`config.mk`:
```
export PLATFORM = sky130hd
export DESIGN_NAME = mux_arb_5to1
export DESIGN_NICKNAME = d
export VERILOG_FILES = /design/src/rtl/noc_pkg.sv /design/src/rtl/rr_arbiter_5.sv /design/src/rtl/mux_arb_5to1.sv
export SDC_FILE = /design/constraint.sdc
export NUM_CORES = 1
export LEC_CHECK = 0
export CAP_MARGIN = 20
export CORE_AREA = 2 2 73 127
export CTS_BUF_LIST = sky130_fd_sc_hd__clkbuf_16
export CTS_CLUSTER_DIAMETER = 150
export DETAILED_ROUTE_END_ITERATION = 7
export DIE_AREA = 0 0 75 129
export PLACE_DENSITY = 0.77
export SLEW_MARGIN = 30
export SYNTH_ARGS = -nofsm -noshare
export SYNTH_HDL_FRONTEND = slang
export SYNTH_SLANG_ARGS = --single-unit
```
`constraint.sdc`:
```
create_clock -name clk_i -period 4.88 [get_ports clk_i]
set_input_delay 0.488 -clock clk_i [delete_from_list [all_inputs] [get_ports clk_i]]
set_output_delay 0.488 -clock clk_i [all_outputs]
set_load 0.1 [all_outputs]
```
`src/rtl/noc_pkg.sv`:
```
// Shared NoC router definitions: flit width, port count and port ids.
// Used by both the 5-to-1 output arbiter and the 1-to-5 demux.
package noc_pkg;

    localparam int DATA_W = 16;
    localparam int NPORTS = 5;

    typedef enum logic [2:0] {
        PORT_N = 3'd0,
        PORT_S = 3'd1,
        PORT_W = 3'd2,
        PORT_E = 3'd3,
        PORT_L = 3'd4
    } port_e;

    // Next port id in round-robin order, wrapping L back to N.
    function automatic logic [2:0] next_port(input logic [2:0] p);
        return (p >= 3'd4) ? 3'd0 : p + 3'd1;
    endfunction

endpackage

```
`src/rtl/rr_arbiter_5.sv`:
```
// Combinational 5-way round-robin arbiter: first requester at or
// after the pointer wins, wrapping from L back to N.
module rr_arbiter_5
    import noc_pkg::*;
(
    input  logic [4:0] req_i,
    input  logic [2:0] ptr_i,
    output logic [4:0] gnt_o,
    output logic [2:0] idx_o
);

    logic [2:0] cand;
    logic       found;

    always_comb begin
        gnt_o = '0;
        idx_o = '0;
        cand  = ptr_i;
        found = 1'b0;
        for (int i = 0; i < 5; i++) begin
            if (!found && req_i[cand]) begin
                found       = 1'b1;
                gnt_o[cand] = 1'b1;
                idx_o       = cand;
            end
            cand = next_port(cand);
        end
    end

endmodule

```
`src/rtl/mux_arb_5to1.sv`:
```
// 5-to-1 wormhole output arbiter: packet-locked round-robin grant
// feeding a single registered output flit stage.
module mux_arb_5to1 #(
    parameter int DATA_W = noc_pkg::DATA_W,
    parameter int NPORTS = noc_pkg::NPORTS
) (
    input  logic                     clk_i,
    input  logic                     rst_n_i,
    input  logic [NPORTS*DATA_W-1:0] data_i,
    input  logic [NPORTS-1:0]        valid_i,
    input  logic [NPORTS-1:0]        last_i,
    output logic [NPORTS-1:0]        ready_o,
    output logic [DATA_W-1:0]        data_o,
    output logic                     valid_o,
    output logic                     last_o,
    output logic [2:0]               sel_o,
    input  logic                     ready_i
);

    import noc_pkg::*;

    typedef enum logic {
        IDLE,
        LOCKED
    } state_e;

    state_e      state_q;
    port_e       held_q;
    logic [2:0]  rr_ptr;

    logic [4:0]  arb_gnt;
    logic [2:0]  arb_idx;
    logic [4:0]  gnt_oh;
    logic [2:0]  gnt_idx;
    logic        out_free;
    logic        accept;
    logic        acc_last;
    logic [DATA_W-1:0] acc_data;

    rr_arbiter_5 u_arb (
        .req_i (valid_i),
        .ptr_i (rr_ptr),
        .gnt_o (arb_gnt),
        .idx_o (arb_idx)
    );

    // A locked packet owns the output even while its port is idle.
    always_comb begin
        gnt_oh  = arb_gnt;
        gnt_idx = arb_idx;
        if (state_q == LOCKED) begin
            gnt_oh  = 5'b00001 << held_q;
            gnt_idx = held_q;
        end
    end

    assign out_free = !valid_o || ready_i;
    assign ready_o  = rst_n_i ? (gnt_oh & {5{out_free}}) : '0;
    assign accept   = |(ready_o & valid_i);
    assign acc_data = data_i[gnt_idx*DATA_W +: DATA_W];
    assign acc_last = last_i[gnt_idx];

    always_ff @(posedge clk_i or negedge rst_n_i) begin
        if (!rst_n_i) begin
            state_q <= IDLE;
            held_q  <= PORT_N;
            rr_ptr  <= 3'd0;
            valid_o <= 1'b0;
            data_o  <= '0;
            last_o  <= 1'b0;
            sel_o   <= 3'd0;
        end else if (accept) begin
            valid_o <= 1'b1;
            data_o  <= acc_data;
            last_o  <= acc_last;
            sel_o   <= gnt_idx;
            if (acc_last) begin
                state_q <= IDLE;
                rr_ptr  <= next_port(gnt_idx);
            end else begin
                state_q <= LOCKED;
                held_q  <= port_e'(gnt_idx);
            end
        end else if (ready_i) begin
            valid_o <= 1'b0;
        end
    end

endmodule

```
Word level (Yosys, flattened, before mapping)
Index checks and enable logic that the tools add are counted.
{"block": "totals", "reg_bits": 28, "out_inout_bits": 26, "input_bits": 93, "elab_cells": 103}
{"block": "classes", "muxes": 47, "bitwise": 7, "n_lt_le_gt_ge": 16, "reduce_logical": 19, "n_shift": 2, "add_sub_neg": 5}
{"cell": "$shiftx A80 B8 Y16", "count": 1}
{"cell": "$mux W5", "count": 7}
{"cell": "$mux W3", "count": 11}
{"cell": "$lt A3 B4 Y1 const B", "count": 6}
{"cell": "$or A5 B5 Y5", "count": 4}
{"cell": "$bmux W1 S3", "count": 6}
{"cell": "$mux W1", "count": 18}
{"cell": "$add A3 B1 Y3 const B", "count": 5}
{"cell": "$demux W1 S3", "count": 5}
{"cell": "$ge A3 B1 Y1 const B", "count": 5}
{"cell": "$ge A3 B3 Y1 const B", "count": 5}
{"cell": "$and A5 B5 Y5", "count": 2}
{"cell": "$logic_and A1 B1 Y1", "count": 9}
{"cell": "$logic_not A1 Y1", "count": 5}
{"cell": "$reduce_or A5 Y1", "count": 1}
{"cell": "$shl A1 B3 Y5 const A", "count": 1}
{"cell": "$reduce_and A2 Y1", "count": 2}
{"cell": "$reduce_bool A2 Y1", "count": 1}
{"cell": "$logic_or A1 B1 Y1", "count": 1}
{"cell": "$not A1 Y1", "count": 1}

Depth between registers and ports, before layout
{"block": "logic_depth", "word_depth": 21, "depth_mapped": 25}

By module
Synthesis repeated with hierarchy kept, for this count alone.
{"block": "unflattened", "hier_cells": 455, "area_unflattened_um2": 3402.0}
{"module": "mux_arb_5to1", "seq_area_each_um2": 700.7, "area_per_inst_um2": 2416.1, "n_inst": 1, "cells_per_inst": 312}
{"module": "rr_arbiter_5", "seq_area_each_um2": 0.0, "area_per_inst_um2": 985.9, "n_inst": 1, "cells_per_inst": 143}

Worst setup path after synthesis
No wires, ideal clock.
{"block": "synth_timing", "path_type": "reg2reg", "start": "reg rr_ptr[0]", "end": "reg data_o[0]", "t_arrival_ns": 6.393, "required_ns": 4.760, "setup_time_ns": 0.120, "setup_slack_ns": -1.633, "n_path_buf": 4, "stages_incl_launch_ff": 24, "cell_sequence": "dfrtp_1 -> buf_2 -> buf_2 -> inv_1 -> ha_1 -> nand2b_1 -> inv_1 -> ha_1 -> and2_1 -> ha_1 -> o21ai_1 -> inv_1 -> ha_1 -> and2_1 -> a21oi_1 -> o32ai_2 -> nor4b_2 -> a211oi_1 -> o32ai_1 -> a2111o_1 -> buf_2 -> buf_2 -> o211ai_2 -> o21a_1"}
{"block": "synth_via", "elab_chain_cells": 20}
{"item": "start: declaration", "line_no": "mux_arb_5to1.sv:29", "source": "logic [2:0] rr_ptr;"}
{"item": "start signal: assignment", "line_no": "mux_arb_5to1.sv:79", "source": "rr_ptr <= next_port(gnt_idx);"}
{"item": "parallel branches: the longest is 14 deep, another holds $lt A3 B4 Y1"}
{"item": "$mux W5 *", "line_no": "rr_arbiter_5.sv:21", "source": "if (!found && req_i[cand]) begin"}
{"item": "$mux W5 *", "line_no": "mux_arb_5to1.sv:51", "source": "if (state_q == LOCKED) begin"}
{"item": "$and A5 B5 Y5 *", "line_no": "mux_arb_5to1.sv:58", "source": "assign ready_o = rst_n_i ? (gnt_oh & {5{out_free}}) : '0;"}
{"item": "$mux W5 *", "line_no": "mux_arb_5to1.sv:58"}
{"item": "named net ready_o[0]", "line_no": "mux_arb_5to1.sv:12", "source": "output logic [NPORTS-1:0] ready_o,"}
{"item": "$and A5 B5 Y5 *", "line_no": "mux_arb_5to1.sv:59", "source": "assign accept = |(ready_o & valid_i);"}
{"item": "$reduce_or A5 Y1 *", "line_no": "mux_arb_5to1.sv:59"}
{"item": "end signal: assignment", "line_no": "mux_arb_5to1.sv:74", "source": "data_o <= acc_data;"}
{"item": "end: declaration", "line_no": "mux_arb_5to1.sv:13", "source": "output logic [DATA_W-1:0] data_o,"}
Mark *: on every way through the listed nets, which the timed path passes. The select of a mux whose other input is x is not followed.
A chain may end at the register's enable or synchronous reset.

Final worst setup path
{"block": "layout_timing", "start": "reg rr_ptr[0]", "end": "out ready_o[4]"}
{"block": "layout_via", "elab_chain_cells": 18}
{"item": "parallel branches: the longest is 14 deep, another holds $lt A3 B4 Y1"}
{"item": "$mux W5 *", "line_no": "rr_arbiter_5.sv:21"}
{"item": "$mux W5 *", "line_no": "mux_arb_5to1.sv:51"}
{"item": "$and A5 B5 Y5 *", "line_no": "mux_arb_5to1.sv:58"}
{"item": "$mux W5 *", "line_no": "mux_arb_5to1.sv:58"}
{"item": "end: declaration", "line_no": "mux_arb_5to1.sv:12"}
Mark *: on every way between the ends. The select of a mux whose other input is x is not followed.

==> results.json <==
{
  "outcome": "finished, final reports clean",
  "finalSetupViolations": 0,
  "critPathBufInv": 5,
  "yosys_warnings": 0,
  "fin_tns_setup_ps": 0,
  "dpl.hpwl_mm": 11.5,
  "cts_root_buf": "clkbuf_16",
  "rrSetupSlack_ps": 230,
  "cp-startpoint": "rr_ptr[0]$_DFFE_PN0P_",
  "holdCritStartpoint": "data_o[11]$_DFFE_PN0P_",
  "hold_class": "flop to flop",
  "grt-ovfl-total": 0,
  "setup_slack_ps": 136,
  "async_reset_ff_share_pct": 100,
  "row_count": 45,
  "synth_nets": 529,
  "grt_pass1_wl_mm": 21.4,
  "path_delay_family": "simple AND/OR/NAND/NOR gates",
  "diodes": 0,
  "path_cells": "inv_4 -> ha_4 -> nand2b_4 -> inv_2 -> ha_4 -> and2_4 -> ha_4 -> o21ai_2 -> inv_2 -> ha_1 -> and2_4 -> a211oi_2 -> o21a_1 -> o32ai_4 -> buf_4 -> nor4b_4 -> a31o_4 -> and3_1 -> buf_12",
  "gp_congestion": 1.01,
  "grt_usage_pct": 29.5,
  "maxSlewHeadroom_pct": 32.9,
  "core_um2": 8610,
  "syn_to_final_growth_pct": 51.5,
  "synthesis.area_um2": 3630,
  "grt_pass1_vias": 4173,
  "crit_type": "flop to output pin",
  "grt_max_degree": 37,
  "die_w_um": 75,
  "drive_above_1_share_pct": 22.3,
  "yosysSeqAreaShare_pct": 19.3,
  "synthMostInstantiatedCell": "mux2i_1",
  "place_ws_ps": 54.1,
  "synth.largest_area_cell": "dfrtp_1",
  "numCtsBuffers": 3,
  "multi_input_area_um2": 2910,
  "antenna_found_initial": 0,
  "start_kind": "flop",
  "cap_viol_max_count": 0,
  "htreeDepth": 1,
  "regArea_um2": 702,
  "crit_path_top_delay_cell": "dfrtp_2",
  "crit_top_cell": "ha_4",
  "ant_nets": 0,
  "clkTransAtPathRegs_ps": 70,
  "fmax_ghz": 0.211,
  "postCtsHoldBufs": 0,
  "wire_per_inst_um": 21.0,
  "route.detailed.drc": 0,
  "yosys_most_used_dff": "dfrtp_1",
  "critical-path-max-stage-delay_ps": 460,
  "cts_tree": "built",
  "period_minus_slack_ps": 4740,
  "worstPathArrival_ps": 4260,
  "worst_pin_slew_ps": 1000,
  "syn_inst": 428,
  "syn_area_per_cell_um2": 8.48,
  "synth_edf_count": 0,
  "crit_fanout": 7,
  "clockBufferDepth": 2,
  "fillCellCount": 741,
  "fin_crit_sh_pct": 97.2,
  "timing.rr.start": "rr_ptr[0]$_DFFE_PN0P_",
  "die_area_um2": 9680,
  "dr.pass1.iters": 7,
  "yosys-top-cells-area": "dfrtp_1, mux2i_1, mux2_2, o221ai_1, o21a_1",
  "port_buffers": 118,
  "ios": 119,
  "wl_mm": 14.2,
  "nNetsFinal": 662,
  "drv_slew": 0,
  "drtIter0Drc": 267,
  "hold_violations": 0,
  "yosysUniqueCellTypes": 64,
  "worst_setup_path_end_kind": "output pin",
  "ys_ff_latch": 28,
  "die_h_um": 129,
  "initial_core_util_pct": 42.1,
  "cp.required_ps": 4390,
  "clock-sinks": 28,
  "viasPerCell": 6.21,
  "clock_latency_ps": 260,
  "synth.top_cell.area_share_pct": 19.3,
  "synth_common_cells": "mux2i_1, dfrtp_1, nand2_1, nand3_1, mux2_2",
  "skew_ps": 6.15,
  "route.vias.total": 4205
}
-- through the flow --
stage | util (%) | cells | instance area (um^2) | hold slack, ps
6_report | 63.8 | 677 | 5500 | 492
2_1_floorplan | - | 428 | 3770 | 192
4_1_cts | 62.6 | 671 | 5400 | 496
5_1_grt | 63.8 | 677 | 5500 | 516
3_5_place_dp | 61.3 | 666 | 5280 | 479
3_3_place_gp | 61.3 | 666 | 5280 | 474
-- cells in the final DEF, fill, tap and decap left out, types with 14 or more instances in the layout --
cell and count:
a22oi_1 17, dfrtp_1 27, nand2_1 25, o21a_1 18, clkdlybuf4s50_1 113, o211ai_1 14, nand3_1 22, mux2_2 21
o221ai_1 19, nor2_1 17, mux2i_1 55, buf_4 42
-- registers in the layout, indices dropped and copies added (netlist names) --
register  flops
data_o       16
held_q        3
rr_ptr        3
sel_o         3
last_o        1
state_q       1
valid_o       1
-- layout make-up --
cell class	count	area share, %
clock inverters	1	0.546
well taps	117	2.66
clock buffers	3	1.36
repair buffers	162	28.6
multi-input cells	350	53.0
flip-flops and latches	28	12.8
inverters	16	1.14
-- timing repair --
| item | in CTS | in global routing |
|---|---|---|
| endpoints found under the hold margin | 0 | 0 |
| gates resized for setup | 1 | 16 |
| cloned | 0 | 0 |
| pin swaps | 1 | 3 |
| setup endpoints to repair | 3 | 31 |
| buffers inserted | 1 | 6 |
-- logic make-up after synthesis --
group | count (synthesis) | synth area share, %
AND/OR/NAND/NOR | 127 | 18.8
multiplexers | 76 | 21.7
adder cells (fa/ha/maj) | 8 | 2.76
AO/OA/AOI/OAI | 139 | 31.2
buffers and inverters | 50 | 6.20
flip-flops | 28 | 19.3
-- worst paths after layout --
check                                          to  cells after the start
max                                    ready_o[4]                     19
min                        data_o[11]$_DFFE_PN0P_                      1
max reg2reg                 rr_ptr[1]$_DFFE_PN0P_                     23
min reg2reg                data_o[11]$_DFFE_PN0P_                      1
max in group asynchronous   rr_ptr[0]$_DFFE_PN0P_                      2
min in group asynchronous   data_o[6]$_DFFE_PN0P_                      2
-- layer usage --
metal  up-vias  global-route usage (%)  wire length [um]
met1      1993                    29.4              4660
met3        53                    3.29               741
li1       1941                       -                 -
met5         -                       0                 0
met4         0                    18.1               948
met2       218                    55.4              7850
-- worst register-to-register path: stages, from the launching register on --
cell and delay, ps:
dfrtp_2 460, inv_4 100, ha_4 220, nand2b_4 90, inv_2 60, ha_4 300, and2_4 170, ha_4 120
ha_2 300, a21o_4 220, ha_4 200, nand2_1 90, a211oi_2 40, o21a_1 200, o32ai_4 130, buf_4 200
nor4b_4 70, buf_4 160, a211oi_2 280, o32ai_4 170, a2111o_1 410, buf_4 170, and2_4 140, a22o_1 230
Power of run 1 is not shown: default switching activity piles up to over one toggle a cycle in this logic, so the estimate is an artifact.
